--- config.mk ---
export PLATFORM = sky130hd
export DESIGN_NAME = sar_ctrl_gen
export DESIGN_NICKNAME = d
export VERILOG_FILES = /design/src/rtl/sar_pkg.sv /design/src/rtl/sar_timer.sv /design/src/rtl/sar_ctrl_gen.sv
export SDC_FILE = /design/constraint.sdc
export NUM_CORES = 1
export LEC_CHECK = 0
export CELL_PAD_IN_SITES_DETAIL_PLACEMENT = 1
export CELL_PAD_IN_SITES_GLOBAL_PLACEMENT = 1
export CORE_AREA = 8 8 115 90
export CTS_BUF_LIST = sky130_fd_sc_hd__clkbuf_2
export CTS_CLUSTER_SIZE = 24
export DETAILED_ROUTE_END_ITERATION = 10
export DIE_AREA = 0 0 123 98
export PLACE_DENSITY = 0.67
export SYNTH_ARGS = -nofsm -noshare
export SYNTH_HDL_FRONTEND = slang
export SYNTH_HIERARCHICAL = 1
export SYNTH_SLANG_ARGS = --single-unit
--- constraint.sdc ---
create_clock -name clk -period 4.4 [get_ports clk]
set_clock_uncertainty 0.2 [all_clocks]
set_input_delay 0.66 -clock clk [delete_from_list [all_inputs] [get_ports clk]]
set_output_delay 0.66 -clock clk [all_outputs]
set_load 0.005 [all_outputs]
--- src/rtl/sar_pkg.sv ---
// Shared types and defaults for the SAR conversion controller.
// Holds the controller state encoding, parameter defaults and the channel-width helper.
package sar_pkg;

  typedef enum logic [1:0] {
    S_IDLE   = 2'd0,
    S_SAMPLE = 2'd1,
    S_CONV   = 2'd2,
    S_DONE   = 2'd3
  } sar_state_e;

  localparam int SAR_WIDTH_DEF   = 12;
  localparam int SAR_NCH_DEF     = 4;
  localparam int SAR_TSAMP_DEF   = 2;
  localparam int SAR_TSETTLE_DEF = 1;

  // Wide enough for the largest TSAMP-1 (254) and TSETTLE-1 (14) reloads.
  localparam int SAR_TMR_W = 8;

  function automatic int sar_cw(input int nch);
    return (nch > 1) ? $clog2(nch) : 1;
  endfunction

endpackage

--- src/rtl/sar_timer.sv ---
// Loadable down-counter that stops at zero; zero_o is a decode of the count register.
// Load takes effect on the next edge; zero_o reflects the registered count.
module sar_timer #(
  parameter int TW = 8
) (
  input  logic          clk,
  input  logic          reset,
  input  logic          load_i,
  input  logic [TW-1:0] load_val_i,
  output logic          zero_o
);

  logic [TW-1:0] cnt_q;
  logic [TW-1:0] cnt_d;

  always_comb begin
    cnt_d = cnt_q;
    if (load_i) begin
      cnt_d = load_val_i;
    end else if (cnt_q != '0) begin
      cnt_d = cnt_q - TW'(1);
    end
  end

  always_ff @(posedge clk) begin
    if (reset) begin
      cnt_q <= '0;
    end else begin
      cnt_q <= cnt_d;
    end
  end

  assign zero_o = (cnt_q == '0);

endmodule

--- src/rtl/sar_ctrl_gen.sv ---
// Successive-approximation ADC sequencer: track, bit-by-bit trial/decide, result publish.
// conv_done rises TSAMP + WIDTH*TSETTLE + 1 cycles after start is accepted; all outputs registered.
module sar_ctrl_gen
  import sar_pkg::*;
#(
  parameter int  WIDTH   = SAR_WIDTH_DEF,
  parameter int  NCH     = SAR_NCH_DEF,
  parameter int  TSAMP   = SAR_TSAMP_DEF,
  parameter int  TSETTLE = SAR_TSETTLE_DEF,
  localparam int CW      = sar_cw(NCH)
) (
  input  logic             clk,
  input  logic             reset,
  input  logic             start,
  input  logic             cont,
  input  logic             abort,
  input  logic [CW-1:0]    ch_sel,
  input  logic             d,
  output logic             sample,
  output logic [CW-1:0]    ch_mux,
  output logic [WIDTH-1:0] dac_code,
  output logic [WIDTH-1:0] bitout,
  output logic [CW-1:0]    bitout_ch,
  output logic             conv_done,
  output logic             busy,
  output logic             overrun
);

  localparam int KW = $clog2(WIDTH);
  localparam logic [SAR_TMR_W-1:0] SAMP_LOAD = SAR_TMR_W'(TSAMP - 1);
  localparam logic [SAR_TMR_W-1:0] SETL_LOAD = SAR_TMR_W'(TSETTLE - 1);
  localparam logic [KW-1:0]        K_TOP     = KW'(WIDTH - 1);
  localparam logic [CW-1:0]        CH_LAST   = CW'(NCH - 1);
  localparam logic [WIDTH-1:0]     MSB_TRIAL = {1'b1, {(WIDTH-1){1'b0}}};

  sar_state_e         state_q, state_d;
  logic [KW-1:0]      k_q, k_d;
  logic [CW-1:0]      ch_mux_q, ch_mux_d;
  logic [WIDTH-1:0]   dac_q, dac_d;
  logic [WIDTH-1:0]   bitout_q, bitout_d;
  logic [CW-1:0]      bitout_ch_q, bitout_ch_d;
  logic               done_q, done_d;
  logic               busy_q, busy_d;
  logic               sample_q, sample_d;
  logic               overrun_q, overrun_d;

  logic                 tmr_load;
  logic [SAR_TMR_W-1:0] tmr_val;
  logic                 tmr_zero;

  // One timer serves both the track window and each per-bit settle window.
  sar_timer #(
    .TW(SAR_TMR_W)
  ) u_timer (
    .clk        (clk),
    .reset      (reset),
    .load_i     (tmr_load),
    .load_val_i (tmr_val),
    .zero_o     (tmr_zero)
  );

  always_comb begin
    state_d     = state_q;
    k_d         = k_q;
    ch_mux_d    = ch_mux_q;
    dac_d       = dac_q;
    bitout_d    = bitout_q;
    bitout_ch_d = bitout_ch_q;
    done_d      = 1'b0;
    tmr_load    = 1'b0;
    tmr_val     = '0;

    unique case (state_q)
      S_IDLE: begin
        if (start) begin
          state_d  = S_SAMPLE;
          ch_mux_d = CW'(int'(ch_sel) % NCH);
          dac_d    = '0;
          tmr_load = 1'b1;
          tmr_val  = SAMP_LOAD;
        end
      end
      S_SAMPLE: begin
        if (tmr_zero) begin
          state_d  = S_CONV;
          k_d      = K_TOP;
          dac_d    = MSB_TRIAL;
          tmr_load = 1'b1;
          tmr_val  = SETL_LOAD;
        end
      end
      S_CONV: begin
        if (tmr_zero) begin
          dac_d[k_q] = d;
          if (k_q == '0) begin
            state_d     = S_DONE;
            bitout_d    = dac_d;
            bitout_ch_d = ch_mux_q;
            done_d      = 1'b1;
          end else begin
            // Decide this bit and raise the next trial bit on the same edge.
            dac_d[k_q - KW'(1)] = 1'b1;
            k_d                 = k_q - KW'(1);
            tmr_load            = 1'b1;
            tmr_val             = SETL_LOAD;
          end
        end
      end
      S_DONE: begin
        if (cont) begin
          state_d  = S_SAMPLE;
          ch_mux_d = (ch_mux_q == CH_LAST) ? '0 : ch_mux_q + CW'(1);
          dac_d    = '0;
          tmr_load = 1'b1;
          tmr_val  = SAMP_LOAD;
        end else begin
          state_d = S_IDLE;
        end
      end
      default: state_d = S_IDLE;
    endcase

    if (abort && (state_q != S_IDLE)) begin
      state_d     = S_IDLE;
      k_d         = K_TOP;
      dac_d       = '0;
      bitout_d    = bitout_q;
      bitout_ch_d = bitout_ch_q;
      done_d      = 1'b0;
      tmr_load    = 1'b1;
      tmr_val     = '0;
    end
  end

  assign busy_d    = (state_d != S_IDLE);
  assign sample_d  = (state_d == S_SAMPLE);
  assign overrun_d = start && (state_q != S_IDLE);

  always_ff @(posedge clk) begin
    if (reset) begin
      state_q     <= S_IDLE;
      k_q         <= K_TOP;
      ch_mux_q    <= '0;
      dac_q       <= '0;
      bitout_q    <= '0;
      bitout_ch_q <= '0;
      done_q      <= 1'b0;
      busy_q      <= 1'b0;
      sample_q    <= 1'b0;
      overrun_q   <= 1'b0;
    end else begin
      state_q     <= state_d;
      k_q         <= k_d;
      ch_mux_q    <= ch_mux_d;
      dac_q       <= dac_d;
      bitout_q    <= bitout_d;
      bitout_ch_q <= bitout_ch_d;
      done_q      <= done_d;
      busy_q      <= busy_d;
      sample_q    <= sample_d;
      overrun_q   <= overrun_d;
    end
  end

  assign sample    = sample_q;
  assign ch_mux    = ch_mux_q;
  assign dac_code  = dac_q;
  assign bitout    = bitout_q;
  assign bitout_ch = bitout_ch_q;
  assign conv_done = done_q;
  assign busy      = busy_q;
  assign overrun   = overrun_q;

endmodule

==> flow_summary.toml <==
[synth]
ys_warn_count = 6
synth.distinct_cells = 50
synth_top_area_frac = 0.3590
synthTopCellsByArea = "dfxtp_1 (36%), mux2i_1 (6.6%), ha_1 (5.9%)"
ys_seq_area_frac = 0.3590
synth_flop_cell = "dfxtp_1"
synth_edf_count = 0
synth_area_leader_cell = "dfxtp_1"
synth_cells = 296
avgSynthCellArea_sq_um = 8.665
syn_area_sq_um = 2565
async_flop_share = 0
synth.ff_latch_count = 46

[cells_and_area]
area_delta_synth_final_pct = 21.22
final_common_cell = "dfxtp_1"
fillers = 1048
drive_gt1_frac = 0.09281
final_nets = 353
final_cells = 446
antenna_cells = 0
layout_common_cells = "dfxtp_1 (46), clkdlybuf4s50_1 (39), nor2_1 (38), nand2_1 (33), mux2i_1 (17)"

[worst_setup_path]
worstRegToRegCells = 9
end_kind = "flop"
cp_slowest_cell = "or3b_1"
max_stage_delay_ns = 0.56
crit_required_ns = 4.54
arrival_ns = 3.32
cp_cell_sequence = "inv_1 -> ha_1 -> or3b_1 -> and2_1 -> o21ai_0 -> a21boi_0 -> buf_4 -> or2_2 -> o32ai_1"
crit_path_max_fanout = 14
cp-start-kind = "flop"
crit_type = "flop to flop"

[routing]
firstDrtPassIters = 4
routed_via_density = 5.020
vias = 2239
wl_um = 7001
drt_iter0_markers = 75
remaining_drc_errors = 0
wl_per_cell_um = 15.70
drtAntennaViolNets = 0

[timing]
fin_setup_tns_ns = 0
setup_viol = 0
rsz0062_at_grt = "false"
finalWorstSetupSlack_ns = 1.228
worstMarginPinSlew_ns = 0.5467
fin_hold_ws_ns = 0.3330
slew_violations = 0
slew_headroom = 0.6344
fin_crit_ns = 3.172
clock.fmax_mhz = 315.3
fin_crit_sh = 0.7208
hold_viol_final = 0

[placed_design]
dp_hpwl_um = 5229
place_congestion = 0.7717
port_buffers = 39
placed_cells = 438
pre_cts_ws_ns = 1.250

[clocking]
path_clk_slew_ns = 0.25
cts_resized = 0
htree_levels = 2
clock_path_buffers = 2
cts_num_sinks = 46
hold_buffers = 0
cts_tree = "yes"
cts_root_buf = "clkbuf_2"
numCtsBuffers = 5
cts_setup_buffers = 0
clkLatencyLatePin_ns = 0.43

[power]
leakagePower_nw = 1.179
vdd_drop_max_mv = 0.1566
report.power.total_mw = 0.9586
p_per_area_nw_per_um2 = 308.3

[job]
cap_violations = 0

[grt]
grt_use_total = 0.1194
grt_pass1_vias = 2299
antenna_found_initial = 0
grt-ovfl-total = 0
grt_pass1_wl_um = 11800
grt_start_max_net_pins = 31

[floorplanning]
die_height_um = 98
coreArea_sq_um = 8708
initial_core_util = 0.2945
dieArea_sq_um = 12050
ios = 40
rows = 30
die_x_um = 123

[min_path]
hold_class = "flop to flop"
holdPathStages = 1

[run_status]
status = "finished, final reports clean"
-- metrics by stage --
stage,utilization,instance area [sq um]
floorplan,-,2587
global placement,0.3493,3042
detailed placement,0.3493,3042
CTS,0.3570,3109
global route,0.3570,3109
finish,0.3570,3109
-- where the power goes --
group          leakage, nW  switching [mW]  internal, mW
Combinational        0.766           0.133         0.106
Clock               0.0392           0.146        0.0981
Sequential           0.374          0.0305         0.445
-- worst max-delay path: cells and delay by family (launching register included) --
family	cells	cell delay [ns]
and+or+nand+nor	3	1.15
AOI/OAI and AO/OA	3	0.50
DFF	1	0.42
adders and majority gates	1	0.47
buffers and inverters	2	0.35
-- cell usage after synthesis, types with 2 or more instances --
master    number
and2_1         4
o21ai_0       10
inv_1          8
a31oi_1        2
dfxtp_1       46
nand3_1        5
nor3b_1        2
a22o_1         2
nand4_1        2
o31ai_1        2
mux2i_1       17
and3_1         2
nand2b_1       5
or2_2          3
a211oi_1       3
nor2_1        38
xnor2_1        3
a21oi_1       14
ha_1          12
o32ai_1        4
nand2_1       33
a311oi_1       2
nor2b_1        9
o22ai_1        3
a21boi_0       2
buf_2          4
buf_6          4
a21o_1         3
clkbuf_1      11
a211oi_2      10
nor3_1         6
o21a_1         2
a221o_1        6
-- sequential cells by signal, summed over array words and instances, names as in the netlist --
signal and flops:
k_q 4, sample 1, bitout 12, overrun 1, dac_code 12, conv_done 1, state_q 2, busy 1
ch_mux 2, bitout_ch 2, u_timer/cnt_q 8
-- worst paths after layout --
check | endpoint | slack, ns | startpoint
setup reg to reg | u_timer/cnt_q[3] | 1.23 | k_q[0]
hold reg to reg | dac_code[7] | 0.33 | dac_code[7]
setup / recovery | u_timer/cnt_q[3] | 1.23 | k_q[0]
hold / removal | dac_code[7] | 0.33 | dac_code[7]
-- layout make-up --
| class | count | area (sq um) | area share |
|---|---|---|---|
| tap | 112 | 140.1 | 0.04507 |
| timing repair buffer | 44 | 427.9 | 0.1376 |
| clock inverter | 2 | 37.54 | 0.01207 |
| sequential | 46 | 920.9 | 0.2962 |
| inverter | 8 | 30.03 | 0.009658 |
| multi-input combinational | 228 | 1523 | 0.4897 |
| clock buffer | 6 | 30.03 | 0.009658 |
-- kinds of logic after synthesis --
kind of cell | synth area share
compound gates | 0.2122
simple gates | 0.2283
flops | 0.3590
buf+inv | 0.05610
mux | 0.07073
fa+ha+maj | 0.05854
other cells | 0.001462
xor+xnor | 0.01366
-- metal layers --
metal  share of wire  GRT usage  wire length [um]
met5               0          0                 0
met4          0.0044    0.03047                31
met3           0.040    0.02768               282
met2            0.44     0.1781              3053
met1            0.52     0.1675              3633
Power figures use the tool's default switching activity.
